`src/rtl/load_store_unit.sv`:
```
// load_store_unit: sub-word load/store sequencer between the multicycle
// datapath and a 32-bit word-only memory. It performs RV32I LB/LH/LW/LBU/LHU
// loads with sign or zero extension, and SB/SH/SW stores using
// read-modify-write where needed.
// Optional build macro: MISALIGN_TRAP_EN. When it is defined, misaligned
// half/word accesses are trapped instead of being silently aligned.
module load_store_unit #(
  parameter int XLEN     = 32,
  parameter int ADDR_LSB = 2
) (
  input  logic            clk,
  input  logic            rst,
  input  logic            req,
  input  logic            we,
  input  logic [2:0]      funct3,
  input  logic [XLEN-1:0] addr,
  input  logic [XLEN-1:0] wdata,
  output logic [XLEN-1:0] rdata,
  output logic            done,
  output logic            busy,
  output logic            misalign,
  output logic [XLEN-1:0] mem_a,
  output logic [XLEN-1:0] mem_wd,
  output logic            mem_we,
  input  logic [XLEN-1:0] mem_rd
);

  typedef enum logic [1:0] {IDLE, READ, WRITE, DONE} state_t;

  state_t         state;
  logic [1:0]     off_q;
  logic [2:0]     funct3_q;
  logic [XLEN-1:0] wdata_q;
  logic           we_q;
  logic           misalign_q;
  logic           trap;

  // funct3[1:0] == 2'b1x (including undefined codes) is treated as a word access.
  function automatic logic is_word(input logic [2:0] f3);
    return f3[1];
  endfunction

  function automatic logic is_half(input logic [2:0] f3);
    return (f3[1:0] == 2'b01);
  endfunction

  // Select the addressed byte or halfword lane, then sign- or zero-extend it.
  function automatic logic [XLEN-1:0] extract(input logic [XLEN-1:0] w,
                                              input logic [2:0] f3,
                                              input logic [1:0] off);
    logic [7:0]  b;
    logic [15:0] h;
    b = w[{off, 3'b000} +: 8];
    h = off[1] ? w[31:16] : w[15:0];
    case (f3[1:0])
      2'b00:   extract = f3[2] ? {{(XLEN-8){1'b0}}, b}  : {{(XLEN-8){b[7]}}, b};
      2'b01:   extract = f3[2] ? {{(XLEN-16){1'b0}}, h} : {{(XLEN-16){h[15]}}, h};
      default: extract = w;
    endcase
  endfunction

  // Overwrite only the addressed lane of the old word; all other lanes are kept.
  function automatic logic [XLEN-1:0] merge(input logic [XLEN-1:0] w,
                                            input logic [XLEN-1:0] wd,
                                            input logic [2:0] f3,
                                            input logic [1:0] off);
    logic [XLEN-1:0] r;
    r = w;
    case (f3[1:0])
      2'b00: r[{off, 3'b000} +: 8] = wd[7:0];
      2'b01: if (off[1]) r[31:16] = wd[15:0];
             else        r[15:0]  = wd[15:0];
      default: r = wd;
    endcase
    return r;
  endfunction

  // Decide at capture time whether the request is a trapped misaligned access.
`ifdef MISALIGN_TRAP_EN
  assign trap = (is_half(funct3) && addr[0]) || (is_word(funct3) && (addr[1:0] != 2'b00));
  assign misalign = misalign_q;
`else
  assign trap = 1'b0;
  assign misalign = 1'b0;
`endif

  // Access sequencer. All outputs are registered.
  // NOTE: sequential state uses non-blocking assignments only, so every
  // register samples the pre-edge values regardless of statement order.
  always_ff @(posedge clk) begin
    if (rst) begin
      state      <= IDLE;
      rdata      <= '0;
      done       <= 1'b0;
      busy       <= 1'b0;
      misalign_q <= 1'b0;
      mem_we     <= 1'b0;
      mem_wd     <= '0;
      mem_a      <= '0;
      off_q      <= '0;
      funct3_q   <= '0;
      wdata_q    <= '0;
      we_q       <= 1'b0;
    end else begin
      done       <= 1'b0;
      mem_we     <= 1'b0;
      misalign_q <= 1'b0;
      case (state)
        IDLE: if (req) begin
          off_q    <= addr[1:0];
          funct3_q <= funct3;
          wdata_q  <= wdata;
          we_q     <= we;
          mem_a    <= {addr[XLEN-1:ADDR_LSB], {ADDR_LSB{1'b0}}};
          busy     <= 1'b1;
          if (trap) begin
            state      <= DONE;
            done       <= 1'b1;
            misalign_q <= 1'b1;
          end else if (we && is_word(funct3)) begin
            state  <= WRITE;
            mem_we <= 1'b1;
            mem_wd <= wdata;
          end else begin
            state <= READ;
          end
        end
        READ: begin
          if (!we_q) begin
            rdata <= extract(mem_rd, funct3_q, off_q);
            state <= DONE;
            done  <= 1'b1;
          end else begin
            mem_wd <= merge(mem_rd, wdata_q, funct3_q, off_q);
            mem_we <= 1'b1;
            state  <= WRITE;
          end
        end
        WRITE: begin
          state <= DONE;
          done  <= 1'b1;
        end
        DONE: begin
          state <= IDLE;
          busy  <= 1'b0;
        end
        default: state <= IDLE;
      endcase
    end
  end

endmodule

```
`config.mk`:
```
export PLATFORM = sky130hd
export DESIGN_NAME = load_store_unit
export DESIGN_NICKNAME = d
export VERILOG_FILES = /design/src/rtl/load_store_unit.sv
export SDC_FILE = /design/constraint.sdc
export NUM_CORES = 1
export LEC_CHECK = 0
export BUFFER_PORTS_ARGS = -buffer_cell sky130_fd_sc_hd__buf_4
export CORE_MARGIN = 3
export CORE_UTILIZATION = 52
export DETAILED_ROUTE_END_ITERATION = 8
export PLACE_DENSITY = 0.91
export SYNTH_ARGS = -nofsm -noshare
export SYNTH_HDL_FRONTEND = slang
export SYNTH_SLANG_ARGS = --single-unit
```
`constraint.sdc`:
```
create_clock -name clk -period 2.7 [get_ports clk]
set_input_delay 0.54 -clock clk [delete_from_list [all_inputs] [get_ports clk]]
set_output_delay 0.54 -clock clk [all_outputs]
set_load 0.05 [all_outputs]
```
* Word level (Yosys, flattened, before mapping)
Index checks and enable logic that the tools add are counted.
** Operators by class
- Shift-type cells :: 3
- Equality and inequality tests :: 7
- Bitwise logic cells :: 1
- Reductions and logical operators :: 9
- $add $sub $neg :: 1
- Multiplexer cells :: 24
** Operators by type and width (number)
- one-hot mux 32 bit (2 select lines) :: 3
- two-way mux 32 bit :: 5
- two-way mux 16 bit :: 3
- bitwise mux 32 bit :: 1
- variable shift 8 x 7 -> 32 bit, first input constant :: 1
- indexed part select 32 x 6 -> 8 bit :: 1
- indexed part select 8 x 7 -> 32 bit :: 1
- one-hot mux 2 bit (4 select lines) :: 1
- negation 5 -> 7 bit :: 1
- two-way mux 1 bit :: 6
- inequality test 2 bit, second input constant :: 3
- one-hot mux 1 bit (2 select lines) :: 3
- AND reduction 2 bit :: 3
- equality test 2 x 1 -> 1 bit, second input constant :: 2
- equality test 2 bit, second input constant :: 2
- zero test 2 bit :: 2
- two-way mux 2 bit :: 2
- AND reduction 4 bit :: 1
- nonzero test 2 bit :: 2
- logical AND 1 bit :: 1
- inverter 1 bit :: 1
** Storage, ports and cells
- Register bits after elaboration :: 137
- Output and inout port bits :: 100
- Input port bits :: 103

* Logic depth before layout (Yosys ltp)
- Depth after elaboration :: 6
- Gate-level depth with buffers :: 10

* Worst setup path after synthesis
OpenSTA, ideal clock, no wires.
- Path kind :: flip-flop to flip-flop
- Start point :: reg off_q[1]
- End point :: reg mem_wd[27]
- Arrival time :: 2330 ps
- Stages on the path, launching flop included :: 10
- Path slack :: 274 ps
- Cells stage by stage :: dfxtp_1 buf_4 buf_2 inv_1 ha_1 nor4bb_1 clkbuf_1 nor4b_1 nor4_1 o41ai_2
** On the way
- Word-level cells in the longest chain between the ends :: 6
- Elaborated cells on any way between the ends :: 8
** RTL lines
- from (decl) :: RTL line 31 : logic [1:0] off_q;
- from (signal assigned) :: RTL line 110 : off_q <= addr[1:0];
- negation 5 -> 7 bit :: RTL line 70 : 2'b00: r[{off, 3'b000} +: 8] = wd[7:0];
- indexed part select 8 x 7 -> 32 bit or variable shift 8 x 7 -> 32 bit (tied branches) :: RTL line 70
- bitwise mux 32 bit :: RTL line 70
- one-hot mux 32 bit (2 select lines) (*) :: RTL line 69 : case (f3[1:0])
- two-way mux 32 bit (*) :: RTL line 129 : if (!we_q) begin
- one-hot mux 32 bit (2 select lines) (*) :: RTL line 108 : case (state)
- to (signal assigned) :: RTL line 123 : mem_wd <= wdata;
- to (signal assigned) :: RTL line 134 : mem_wd <= merge(mem_rd, wdata_q, funct3_q, off_q);
- to (decl) :: RTL line 23 : output logic [XLEN-1:0] mem_wd,
Every way passes the cells marked *; elsewhere a longest branch is shown, timed or not. The select of a mux whose other input is x is not followed.
A chain may end at the register's enable or synchronous reset.

* Final worst setup path
- Start point :: reg off_q[0]
- End point :: reg mem_wd[15]
** On the way
- Word-level cells in the longest chain between the ends :: 6
- Elaborated cells on any way between the ends :: 7
** RTL lines (RTL line)
- negation 5 -> 7 bit (*) :: 70
- indexed part select 8 x 7 -> 32 bit or variable shift 8 x 7 -> 32 bit (tied branches) :: 70
- bitwise mux 32 bit (*) :: 70
- one-hot mux 32 bit (2 select lines) (*) :: 69
- two-way mux 32 bit (*) :: 129
- one-hot mux 32 bit (2 select lines) (*) :: 108
Marks and branches as above.

==> results.yml <==
worst_setup_path:
  path_cells: "inv_1 > ha_1 > nand4b_1 > nor2_1 > a221oi_1 > o41ai_1"
  rr_startpoint: "off_q[0]"
  critPathKind: "reg2reg"
  max_stage_delay_ns: 0.48
  crit_path_end_kind: "register"
  startpoint_type: "register"
  slowest_stage: "dfxtp_1"
  worst-path-buf-inv: 1
  cpLargestDelayFamily: "simple AND/OR/NAND/NOR gates"
  cp_max_fo: 9
  reg2reg_to: "mem_wd[15]"
  reg2reg_depth: 6
  required_ns: 3.02
  r2r_setup_slack_ns: 0.35
  arrival_ns: 2.66
  critPathLaunch: "off_q[0]"
detailed_routing:
  wl_per_cell_um: 19.5
  vias: 7219
  drtIter0Drc: 986
  via_per_inst: 6.10
  dr.pass1.iters: 6
  wl_mm: 23.1
  drc: 0
  antenna_left: 0
global_routing:
  grtUsageTotal_pct: 30.8
  grt_max_degree: 65
  overflow: 0
  grt_pass1_wl_mm: 35.6
  grt_pass1_vias: 6591
  antenna_found_initial: 0
clock_network:
  cts_hold_buffers: 0
  htreeDepth: 4
  cts_tree: "yes"
  postCtsSetupRepairBufs: 0
  clkTransAtPathRegs_ns: 0.06
  cts_resized: 0
  numCtsBuffers: 17
  clock_sinks: 137
  cts_root_buffer: "clkbuf_16"
  cts.path.max_buffers: 2
  insertion_delay_ns: 0.43
finish:
  design_area_um2: 9090
  fillers: 985
  antenna_cells: 0
  area_growth_pct: 31.9
  stdcell_count: 1183
  seq_area_um2: 2740
  drive_gt1_share_pct: 28.2
  nets: 1110
  multi_input_area_um2: 3750
logic_synthesis:
  synth-async-reset-ratio_pct: 0
  synth_ff_type: "dfxtp_1"
  synth_area_um2: 6890
  ys_seq_elements: 137
  synth_warnings: 0
  yosysSeqAreaShare_pct: 39.8
  ys_types: 57
  postSynthCellCount: 839
  synth_edf_count: 0
  synth.avg_cell_area_um2: 8.21
timing:
  final.setup_skew_ns: 0.00792
  rsz0062_at_grt: "false"
  worst_pin_slew_ns: 0.685
  slew_headroom_pct: 54.4
  min_period_over_period_pct: 86.9
  slew_viol_final: 0
  finalSetupViolCount: 0
  period_needed_ns: 2.35
  fmax_mhz: 426
  final_hold_viol_count: 0
  setup_tns_ns: 0
placement:
  portBuffers: 199
  dpl_cell_area_um2: 8480
  dp_hpwl_mm: 15.7
  placed_cells: 1151
  gp_congestion: 0.966
worst_hold_path:
  hold_path.class: "in2reg"
  hold_depth: 3
  worstHoldEndpoint: "mem_a[9]"
  hp-start: "addr[9]"
power:
  pwr-share-seq_pct: 28.5
  vdd_drop_max_uv: 644
  p_sw_mw: 4.88
  p_int_mw: 5.77
  finalPower_mw: 10.7
  p_leak_nw: 3.64
  power.share.clock_pct: 22.7
  comb_power_share_pct: 48.8
  power_density_nw_per_um2: 1170
  switching_share_pct: 45.8
floorplanning:
  die_h_um: 121
  core_um2: 12800
  die_w_um: 121
  die_area_um2: 14700
  io_pins: 203
  initial_core_util_pct: 53.9
  num_rows: 41
run_status:
  status: "complete, no violations"
run:
  drv_cap: 0
-- per-layer routing --
| metal | GRT usage [%] | up-vias | routed length (µm) |
|---|---|---|---|
| met5 | 0 | - | 0 |
| met4 | 12.3 | 0 | 931 |
| met3 | 9.04 | 83 | 2670 |
| met2 | 48.9 | 475 | 10500 |
| met1 | 39.2 | 3363 | 9000 |
| li1 | - | 3298 | - |
-- worst reg2reg max path: stages (launching register included) --
cell and delay, ns:
dfxtp_1 0.48, inv_1 0.18, ha_1 0.41, nand4b_1 0.16
nor2_1 0.47, a221oi_1 0.18, o41ai_1 0.36
-- layout make-up --
cell class                 count  area share (%)
clock buffer                  21            5.18
multi-input combinational    608            41.2
timing repair buffer         217            18.7
clock inverter                11            1.58
inverter                      17           0.716
tap                          172            2.37
sequential                   137            30.2
-- state kept, by name, indices dropped and copies added (netlist names), 2 cells and up --
name,flops
off_q,2
state,2
mem_a,30
funct3_q,3
wdata_q,32
mem_wd,32
rdata,32
-- cell usage in the layout, fill, tap and decap left out, types with 7 or more instances in the layout --
cell / instances
a31o_1: 10
buf_4: 211
o21ai_1: 8
o31ai_1: 8
mux2i_1: 18
a311o_1: 7
and2_1: 8
o21ai_0: 16
a2bb2oi_1: 7
nand3b_1: 17
a221oi_1: 23
inv_1: 15
ha_1: 9
clkbuf_16: 17
dfxtp_1: 136
or3_1: 7
a21oi_1: 93
a211oi_1: 38
nor3_1: 10
a22oi_1: 8
o41ai_2: 12
nand2_1: 170
a211oi_2: 11
nor2_1: 67
mux2_1: 14
-- Yosys cell counts, types with 8 or more instances --
| master | count | area, µm² |
|---|---|---|
| buf_2 | 20 | 100 |
| o21ai_0 | 16 | 80.1 |
| o41ai_2 | 12 | 195 |
| a22oi_1 | 8 | 60.1 |
| dfxtp_1 | 137 | 2740 |
| a221oi_1 | 23 | 201 |
| mux2_1 | 14 | 158 |
| nand3b_1 | 17 | 128 |
| a211oi_1 | 38 | 285 |
| nor2_1 | 67 | 251 |
| ha_1 | 9 | 113 |
| nor3_1 | 10 | 50.1 |
| inv_1 | 15 | 56.3 |
| o31ai_1 | 8 | 60.1 |
| a21oi_1 | 93 | 465 |
| clkbuf_1 | 45 | 169 |
| buf_1 | 8 | 30.0 |
| a211oi_2 | 11 | 138 |
| and2_1 | 9 | 56.3 |
| mux2i_1 | 18 | 180 |
| o21ai_1 | 8 | 40.0 |
| a31o_1 | 10 | 87.6 |
| nand2_1 | 171 | 642 |
-- through the flow --
step	worst slack [ns]	hold WS, ns	util, %
after floorplan	0.274	0.432	-
after global placement	0.554	0.438	66.4
after detailed placement	0.470	0.444	66.4
after CTS	0.448	0.347	71.2
after global routing	0.167	0.365	71.2
final	0.354	0.359	71.2
-- power groups by stage --
stage                     combinational, mW  sequential [mW]  clock (mW)
after floorplan                        2.17             4.47           0
after global placement                 5.04             3.02           0
after detailed placement               5.12             3.04           0
after CTS                              5.16             3.01        2.43
after global routing                   5.52             3.08        2.52
final                                  5.20             3.03        2.41
-- cell families (layout without fill, tap and decap cells) --
family / Yosys count / in the layout / share of synthesized area [%]
and+or+nand+nor: 308 / 308 / 20.0
AOI/OAI and AO/OA: 256 / 256 / 27.6
muxes: 32 / 32 / 4.90
DFF: 137 / 137 / 39.8
other: 1 / 3 / 0.0544
buffers and inverters: 96 / 266 / 5.99
adders and majority gates: 9 / 9 / 1.63
-- worst max-delay path by stage --
stage	to	slack, ns	cells after the start
2_1_floorplan	mem_wd[27]	0.27	9
3_3_place_gp	mem_wd[27]	0.55	7
3_5_place_dp	mem_wd[27]	0.47	7
4_1_cts	mem_wd[27]	0.45	7
5_1_grt	mem_wd[31]	0.17	6
6_report	mem_wd[15]	0.35	6
(Power assumes the default switching activity.)
